$ cat config.mk
export PLATFORM = sky130hd
export DESIGN_NAME = router_pkt_writer
export DESIGN_NICKNAME = d
export VERILOG_FILES = /design/src/rtl/router_pkg.sv /design/src/rtl/router_pkt_writer.sv
export SDC_FILE = /design/constraint.sdc
export NUM_CORES = 1
export LEC_CHECK = 0
export CAP_MARGIN = 15
export CELL_PAD_IN_SITES_DETAIL_PLACEMENT = 1
export CELL_PAD_IN_SITES_GLOBAL_PLACEMENT = 1
export CORE_UTILIZATION = 35
export DETAILED_ROUTE_END_ITERATION = 6
export MAX_ROUTING_LAYER = met4
export PLACE_DENSITY = 0.85
export SYNTH_ARGS = -nofsm -noshare
export SYNTH_HDL_FRONTEND = slang
export SYNTH_SLANG_ARGS = --single-unit
$ cat constraint.sdc
create_clock -name clk -period 2.4 [get_ports clk]
set_clock_uncertainty 0.2 [all_clocks]
set_input_delay 0.24 -clock clk [delete_from_list [all_inputs] [get_ports clk]]
set_output_delay 0.24 -clock clk [all_outputs]
set_load 0.02 [all_outputs]
$ cat src/rtl/router_pkg.sv
// Shared definitions for the 1x3 router: writer FSM states and
// header field layout.
package router_pkg;

  typedef enum logic [2:0] {
    S_IDLE,
    S_WAIT_EMPTY,
    S_LFD,
    S_HDR,
    S_DATA,
    S_DROP,
    S_CHECK
  } state_e;

  localparam logic [1:0] ADDR_INVALID = 2'b11;

  localparam int LEN_MSB  = 7;
  localparam int LEN_LSB  = 2;
  localparam int ADDR_MSB = 1;
  localparam int ADDR_LSB = 0;

  localparam int NUM_PORTS = 3;

endpackage

$ cat src/rtl/router_pkt_writer.sv
// Router ingress: decodes the header, streams the packet into the
// addressed FIFO, checks parity and drops bad-address/timed-out packets.
module router_pkt_writer
  import router_pkg::*;
#(
  parameter int WAIT_TIMEOUT = 0
) (
  input  logic                 clk,
  input  logic                 resetn,
  input  logic                 pkt_valid,
  input  logic [7:0]           data_in,
  output logic                 busy,
  input  logic [NUM_PORTS-1:0] fifo_full,
  input  logic [NUM_PORTS-1:0] fifo_empty,
  output logic [NUM_PORTS-1:0] write_enb,
  output logic                 lfd_state,
  output logic [7:0]           dout,
  output logic                 pkt_done,
  output logic                 parity_err,
  output logic                 pkt_drop
);

  localparam int CW =
    (WAIT_TIMEOUT > 0) ? $clog2(WAIT_TIMEOUT + 1) : 1;
  localparam logic [CW-1:0] TMO = CW'(WAIT_TIMEOUT);

  state_e state_q, state_d;

  logic [7:0]    hdr_q, hdr_d;
  logic [7:0]    par_q, par_d;
  logic [6:0]    rem_q, rem_d;
  logic [CW-1:0] cnt_q, cnt_d;
  logic          drop_q, drop_d;
  logic          mism_q, mism_d;

  logic [1:0]           addr;
  logic [6:0]           len_hdr;
  logic [6:0]           len_in;
  logic [3:0]           full_x;
  logic [3:0]           empty_x;
  logic                 full_sel;
  logic [NUM_PORTS-1:0] oh;

  assign addr     = hdr_q[ADDR_MSB:ADDR_LSB];
  assign len_hdr  = {1'b0, hdr_q[LEN_MSB:LEN_LSB]} + 7'd1;
  assign len_in   = {1'b0, data_in[LEN_MSB:LEN_LSB]} + 7'd1;
  assign full_x   = {1'b0, fifo_full};
  assign empty_x  = {1'b0, fifo_empty};
  assign full_sel = full_x[addr];
  assign oh       = NUM_PORTS'(1) << addr;

  always_comb begin
    state_d    = state_q;
    hdr_d      = hdr_q;
    par_d      = par_q;
    rem_d      = rem_q;
    cnt_d      = cnt_q;
    drop_d     = drop_q;
    mism_d     = mism_q;
    busy       = 1'b0;
    write_enb  = '0;
    lfd_state  = 1'b0;
    dout       = 8'h00;
    pkt_done   = 1'b0;
    parity_err = 1'b0;
    pkt_drop   = 1'b0;
    unique case (state_q)
      S_IDLE: begin
        if (pkt_valid) begin
          hdr_d  = data_in;
          par_d  = data_in;
          cnt_d  = '0;
          mism_d = 1'b0;
          drop_d = 1'b0;
          if (data_in[ADDR_MSB:ADDR_LSB] == ADDR_INVALID) begin
            rem_d   = len_in;
            drop_d  = 1'b1;
            state_d = S_DROP;
          end else begin
            state_d = S_WAIT_EMPTY;
          end
        end
      end
      S_WAIT_EMPTY: begin
        busy = 1'b1;
        if (empty_x[addr]) begin
          state_d = S_LFD;
        end else if (WAIT_TIMEOUT != 0 && cnt_q == TMO) begin
          rem_d   = len_hdr;
          drop_d  = 1'b1;
          state_d = S_DROP;
        end else begin
          cnt_d = cnt_q + 1'b1;
        end
      end
      S_LFD: begin
        busy      = 1'b1;
        lfd_state = 1'b1;
        state_d   = S_HDR;
      end
      S_HDR: begin
        busy      = 1'b1;
        write_enb = oh;
        dout      = hdr_q;
        rem_d     = len_hdr;
        state_d   = S_DATA;
      end
      S_DATA: begin
        busy = full_sel;
        dout = data_in;
        if (pkt_valid && !full_sel) begin
          write_enb = oh;
          rem_d     = rem_q - 7'd1;
          // last byte is the parity byte itself, not folded in
          if (rem_q == 7'd1) begin
            mism_d  = (par_q != data_in);
            state_d = S_CHECK;
          end else begin
            par_d = par_q ^ data_in;
          end
        end
      end
      S_DROP: begin
        if (pkt_valid) begin
          rem_d = rem_q - 7'd1;
          if (rem_q == 7'd1) state_d = S_CHECK;
        end
      end
      S_CHECK: begin
        busy       = 1'b1;
        pkt_done   = 1'b1;
        pkt_drop   = drop_q;
        parity_err = mism_q && !drop_q;
        state_d    = S_IDLE;
      end
      default: state_d = S_IDLE;
    endcase
  end

  always_ff @(posedge clk or negedge resetn) begin
    if (!resetn) begin
      state_q <= S_IDLE;
      hdr_q   <= 8'h00;
      par_q   <= 8'h00;
      rem_q   <= 7'd0;
      cnt_q   <= '0;
      drop_q  <= 1'b0;
      mism_q  <= 1'b0;
    end else begin
      state_q <= state_d;
      hdr_q   <= hdr_d;
      par_q   <= par_d;
      rem_q   <= rem_d;
      cnt_q   <= cnt_d;
      drop_q  <= drop_d;
      mism_q  <= mism_d;
    end
  end

endmodule

==> results of run 1 <==
[cells in the mapped netlist, drive strengths merged, types with 5 or more instances]
library cell,instances,share of area (%)
xor2,10,4.3
nor3,5,1.2
nand3,11,2.7
nor2,12,2.2
nand2,50,9.2
buf,9,3.0
o21ai,22,5.4
a31oi,7,2.2
mux2i,5,2.5
dfrtp,28,35
clkbuf,13,2.4
inv,5,0.92
a22o,9,3.9
nand2b,5,1.9
a21oi,17,4.2
[layer usage]
metal  part of all wire [%]  up-vias  track usage (%)  routed length, um
met4                   0.72        0            4.630                 45
li1                       -      970                -                  -
met5                      0        -                -                  0
met1                     44     1023            27.72               2745
met3                    3.8        4            2.558                240
met2                     52       41            38.86               3234
[logic make-up (layout without fill, tap and decap cells)]
logic type / Yosys count / in the layout / share of synthesized area, %
and+or+nand+nor: 103 / 103 / 25.01
AOI/OAI and AO/OA: 75 / 75 / 24.71
DFF: 28 / 28 / 34.50
buffers and inverters: 27 / 65 / 6.285
xor gates and xnor gates: 12 / 12 / 5.176
muxes: 5 / 5 / 2.465
adders and majority gates: 3 / 3 / 1.849
[how the worst max path moves through the flow]
| stage | start | to | slack [ns] | cells past startpoint |
|---|---|---|---|---|
| finish | state_q[0]$_DFFE_PN0P_ | write_enb[2] | 0.09 | 5 |
| detailed placement | fifo_full[1] | rem_q[2]$_DFFE_PN0P_ | -0.14 | 7 |
| floorplan | state_q[2]$_DFFE_PN0P_ | rem_q[4]$_DFFE_PN0P_ | 0.10 | 11 |
| global placement | fifo_full[1] | rem_q[2]$_DFFE_PN0P_ | -0.06 | 7 |
| global route | state_q[0]$_DFFE_PN0P_ | rem_q[2]$_DFFE_PN0P_ | -0.02 | 6 |
| CTS | state_q[0]$_DFFE_PN0P_ | rem_q[2]$_DFFE_PN0P_ | 0.0005 | 6 |
[area by class of cell]
class	count	area (um2)
Tap cell	72	90.09
Timing Repair Buffer	56	493.0
Fill cell	701	2954
Inverter	5	18.77
Multi-Input combinational cell	198	1210
Clock inverter	1	30.03
Clock buffer	3	41.29
Sequential cell	28	703.2
[power by group]
group          total [W]  switching [W]  internal [W]
Combinational    0.00183        0.00105      0.000783
Clock           0.000398       0.000174      0.000224
Sequential      0.000962       0.000266      0.000697
[state kept, by name (all words and copies together) (netlist names)]
signal   flops
drop_q       1
hdr_q        8
par_q        8
state_q      3
mism_q       1
rem_q        7
[timing repair]
item	4_1_cts	5_1_grt
pin swaps	0	1
resized for setup	18	13
endpoints found under the setup margin	15	13
endpoints found under the hold margin	0	0
gates cloned	0	0
[worst max-delay path: cells and delay by family, from the launching register on]
family / cells / cell delay, ns
buf+inv: 2 / 0.54
flops: 1 / 0.44
simple gates: 2 / 0.43
compound gates: 1 / 0.18
[per-stage QoR]
stage | hold slack, ns | instance area (um2) | power (W) | setup slack [ns] | utilization (%)
5_1_grt | 0.1776 | 2586 | 0.003419 | -0.01858 | 46.68
3_3_place_gp | 0.2860 | 2525 | 0.002720 | -0.05517 | 45.57
2_1_floorplan | -0.2556 | 2032 | 0.002154 | 0.1034 | -
6_report | 0.1244 | 2586 | 0.003192 | 0.09160 | 46.68
3_5_place_dp | 0.2975 | 2525 | 0.002821 | -0.1375 | 45.57
4_1_cts | 0.1430 | 2585 | 0.003184 | 0.0004543 | 46.66
==> impl_metrics.toml, run 1 <==
[outcome]
outcome = "finished, final reports clean"

[synth]
synth-async-reset-ratio_pct = 100.0
syn_avg_cell_area_um2 = 8.026
synth_edf_count = 0
synth_area_um2 = 2031
synth_warnings = 0
seq_area_frac_synth_pct = 34.50
synth_ff_type = "dfrtp_1"
ys_seq_elements = 28
netlist_instances = 253
syn-num-nets = 273
yosys.cell_types.count = 48

[route]
drt_iter0_markers = 84
wl_per_cell_um = 17.26
drc = 0
via_per_inst = 5.614
num_vias = 2038
routed_wl_um = 6266
dr.pass1.iters = 4
ant_nets = 0

[final_layout]
final_net_count = 312
diodes = 0
final_cells = 363
final_common_cell = "nand2_1"
drive_above_1_share_pct = 13.75
area_delta_synth_final_pct = 27.36
mostFrequentLayoutCells = "nand2_1 (50), dfrtp_1 (26), buf_4 (23)"

[sta]
worst_pin_slew_ns = 0.4909
maxSlewViolCount = 0
tns_ns = 0
period_share_pct = 96.18
hold_viol = 0
fmax_ghz = 0.4332
max_slew_margin_pct = 66.76
setup_viol = 0
min_period_ns = 2.308

[clock_tree]
tritoncts = "built"
clk_pin_slew_ns = 0.11
cts.sinks = 28
htreeDepth = 1
cts-root-buf = "clkbuf_8"
clk_latency_ns = 0.28
cts_setup_buffers = 0
ctsHoldBuffers = 0
cts_max_path_buffers = 2
cts_buffers = 3

[die]
num_rows = 27
fp.dieArea_um2 = 6111
initial_core_util_pct = 36.65
coreArea_um2 = 5540
die_h_um = 78.17
ios = 33
die_x_um = 78.17

[worst_hold_path]
hold_class = "primary input to async pin"

[run]
maxCapViolCount = 0

[setup_path]
r2r_cells = 10
slowest_delay_ns = 0.44
reg2reg_slack_ns = 0.18
cp-end-kind = "primary output"
r2r-end = "rem_q[6]$_DFFE_PN0P_"
worstPathArrival_ns = 1.87
crit_type = "register to primary output"
path_max_fanout = 8
critPathLaunchType = "register"
required_ns = 1.96
slowest_stage = "dfrtp_1"
rr_startpoint = "state_q[2]$_DFFE_PN0P_"
crit_path_cell_trace = "buf_4 -> nor2_2 -> a31oi_1 -> nor3b_1 -> dlygate4sd1_1"

[power_and_ir_drop]
cellLeakagePower_nw = 1.234
ir_worst_vdd_mv = 0.5147
powerDensity_nw_per_um2 = 1234

[global_route]
grt_pass1_wl_um = 10480
grt_pass1_vias = 2073
grtUsageTotal_pct = 22.26
grt_max_degree = 29
antenna_found_initial = 0
grt-ovfl-total = 0

[place]
place_inst = 359
dp_hpwl_um = 4519
routabilityCongestion = 0.8913
portBuffers = 32
Note: power is estimated with default switching activity, not from simulation.
==> run 2: changes to the inputs <==
--- a/config.mk
+++ b/config.mk
@@ -5,6 +5,7 @@
 export SDC_FILE = /design/constraint.sdc
 export NUM_CORES = 1
 export LEC_CHECK = 0
+export ABC_CLOCK_PERIOD_IN_PS = 2400
 export CAP_MARGIN = 15
 export CELL_PAD_IN_SITES_DETAIL_PLACEMENT = 1
 export CELL_PAD_IN_SITES_GLOBAL_PLACEMENT = 1
==> constraint.sdc (replaced) <==
create_clock -name clk -period 2.4 [get_ports clk]
set_clock_uncertainty 0.2 [all_clocks]
set_input_delay 0.24 -clock clk [delete_from_list [all_inputs] [get_ports clk]]
set_output_delay 0.24 -clock clk [all_outputs]
set_load 0.1 [all_outputs]
==> run 2 against run 1 <==
Setup slack lost 0.050 ns. Sequential share of layout area down 1.9 points. Routed wire length up 7.9%. Fmax decreased by 2.1%. Highest routed layer unchanged. Worst hold slack better by 0.020 ns. Final cell count down 0.83%. Combinational power increased by 51%. Critical path depth up 1. Global-route usage increased by 1.0 points.
==> impl_metrics.toml, run 2 (synthesis results as in run 1) <==
[global_route]
busiest_layer = "met2"
grt_pass1_vias = 2069
grt_pass1_wl_um = 10810
grt_use_met3_pct = 3.023
grt-ovfl-total = 0
grt_max_degree = 29
antenna_found_initial = 0
grtUsageMet1_pct = 29.03
grtUsageTotal_pct = 23.28
use_met2_pct = 40.79

[final_layout]
diodes = 0
fillCellCount = 676
final_common_cell = "nand2_1"
mostFrequentLayoutCells = "nand2_1 (50), dfrtp_1 (25), o21ai_0 (20), buf_4 (20)"
multi_input_area_um2 = 1259
area.sequential_um2 = 704.4
reg_top3 = "hdr_q x8, par_q x8, rem_q x7"
utilization_pct = 50.27
final_net_count = 309
drive_above_1_share_pct = 21.53
area_delta_synth_final_pct = 37.15

[sta]
worst_pin_slew_ns = 0.4946
maxSlewViolCount = 0
setup_viol = 0
fmax_ghz = 0.4240
tns_ns = 0
period_share_pct = 98.26
rsz0062_at_grt = "true"
hold_viol = 0
min_period_ns = 2.358
max_slew_margin_pct = 66.77
finalHoldWorstSlack_ns = 0.1445

[run]
maxCapViolCount = 0

[power_and_ir_drop]
ir_worst_vdd_mv = 0.8117
powerDensity_nw_per_um2 = 1471
cellLeakagePower_nw = 1.221

[clock_tree]
cts.sinks = 28
tritoncts = "built"
clk_pin_slew_ns = 0.10
cts_max_path_buffers = 2
clk_latency_ns = 0.27
cts-root-buf = "clkbuf_8"
cts_buffers = 3
htreeDepth = 1

[route]
dr.pass1.iters = 4
drt_iter0_markers = 149
ant_nets = 0
routed_wl_um = 6759
wl_per_cell_um = 18.78
drc = 0
via_per_inst = 5.706
num_vias = 2054

[die]
initial_core_util_pct = 36.65
die_h_um = 78.17
die_x_um = 78.17
fp.dieArea_um2 = 6111
num_rows = 27
ios = 33
coreArea_um2 = 5540

[setup_path]
crit_type = "register to primary output"
required_ns = 1.96
critPathLaunchType = "register"
path_max_fanout = 8
r2r_cells = 9
worstPathArrival_ns = 1.92
cp-end-kind = "primary output"

[outcome]
outcome = "finished, final reports clean"

[place]
portBuffers = 32
dp_hpwl_um = 4823
routabilityCongestion = 0.8615

[worst_hold_path]
hold_class = "primary input to async pin"
-- run 2: changes by cell type in the layout (fill, tap and decap cells not counted), moves of 2 or more --
cell            before  now
nor3b_2              0    2
dlygate4sd2_1       10    0
nor3_2               0    2
buf_12               1   16
nor3_1               5    3
buf_4               23   20
clkbuf_2             2    0
dlymetal6s2s_1       2    0
dlygate4sd1_1        2    0
nor3b_1              2    0
-- run 2: power by group --
group	leakage [nW]	internal, W	switching, W
combinational	0.847	0.00103	0.00173
sequential	0.338	0.000698	0.000267
clock	0.0357	0.000223	0.000151
-- run 2: area by class of cell --
cell class	instances	share of cell area [%]
multi-input cells	198	45.19
repair buffers	53	23.05
well taps	72	3.235
flip-flops and latches	28	25.29
inverters	5	0.6739
clock inverters	1	1.078
clock buffers	3	1.482
-- run 2: per-layer routing --
layer / share of wire, % / wire [um]
met5: 0 / 0
met4: 1.1 / 72
met3: 3.7 / 249
met2: 52 / 3518
met1: 43 / 2917
-- run 2: what timing repair did --
action,4_1_cts,5_1_grt
setup endpoints to repair,0,18
setup buffers,0,1
resized for setup,0,9
hold buffers,0,0
-- run 2: path summary, 6_finish.rpt --
kind	slack (ns)	start	to
setup / recovery	0.04	state_q[1]$_DFFE_PN0P_	write_enb[2]
hold / removal	0.14	resetn	drop_q$_DFFE_PN0P_
setup reg to reg	0.09	state_q[2]$_DFFE_PN0P_	rem_q[4]$_DFFE_PN0P_
hold reg to reg	0.33	hdr_q[2]$_DFFE_PN0P_	hdr_q[2]$_DFFE_PN0P_
max in group asynchronous	1.55	resetn	hdr_q[0]$_DFFE_PN0P_
min in group clk	0.33	hdr_q[2]$_DFFE_PN0P_	hdr_q[2]$_DFFE_PN0P_
-- run 2: worst max-delay path, cell delays in order (launching register included) --
cell	delay, ns
dfrtp_2	0.46
buf_4	0.18
nand2b_1	0.18
nor2_2	0.16
a31oi_2	0.17
nor3b_2	0.28
buf_12	0.21
-- run 2: stage by stage --
step | setup WS (ns) | instance area [um2] | total power, W | cells
2_1_floorplan | -0.5046 | 2071 | 0.002739 | 253
3_3_place_gp | -0.02460 | 2681 | 0.003507 | 355
3_5_place_dp | -0.1058 | 2681 | 0.003620 | 355
4_1_cts | 0.02450 | 2753 | 0.004034 | 359
5_1_grt | -0.05772 | 2785 | 0.004331 | 360
6_report | 0.04165 | 2785 | 0.004096 | 360
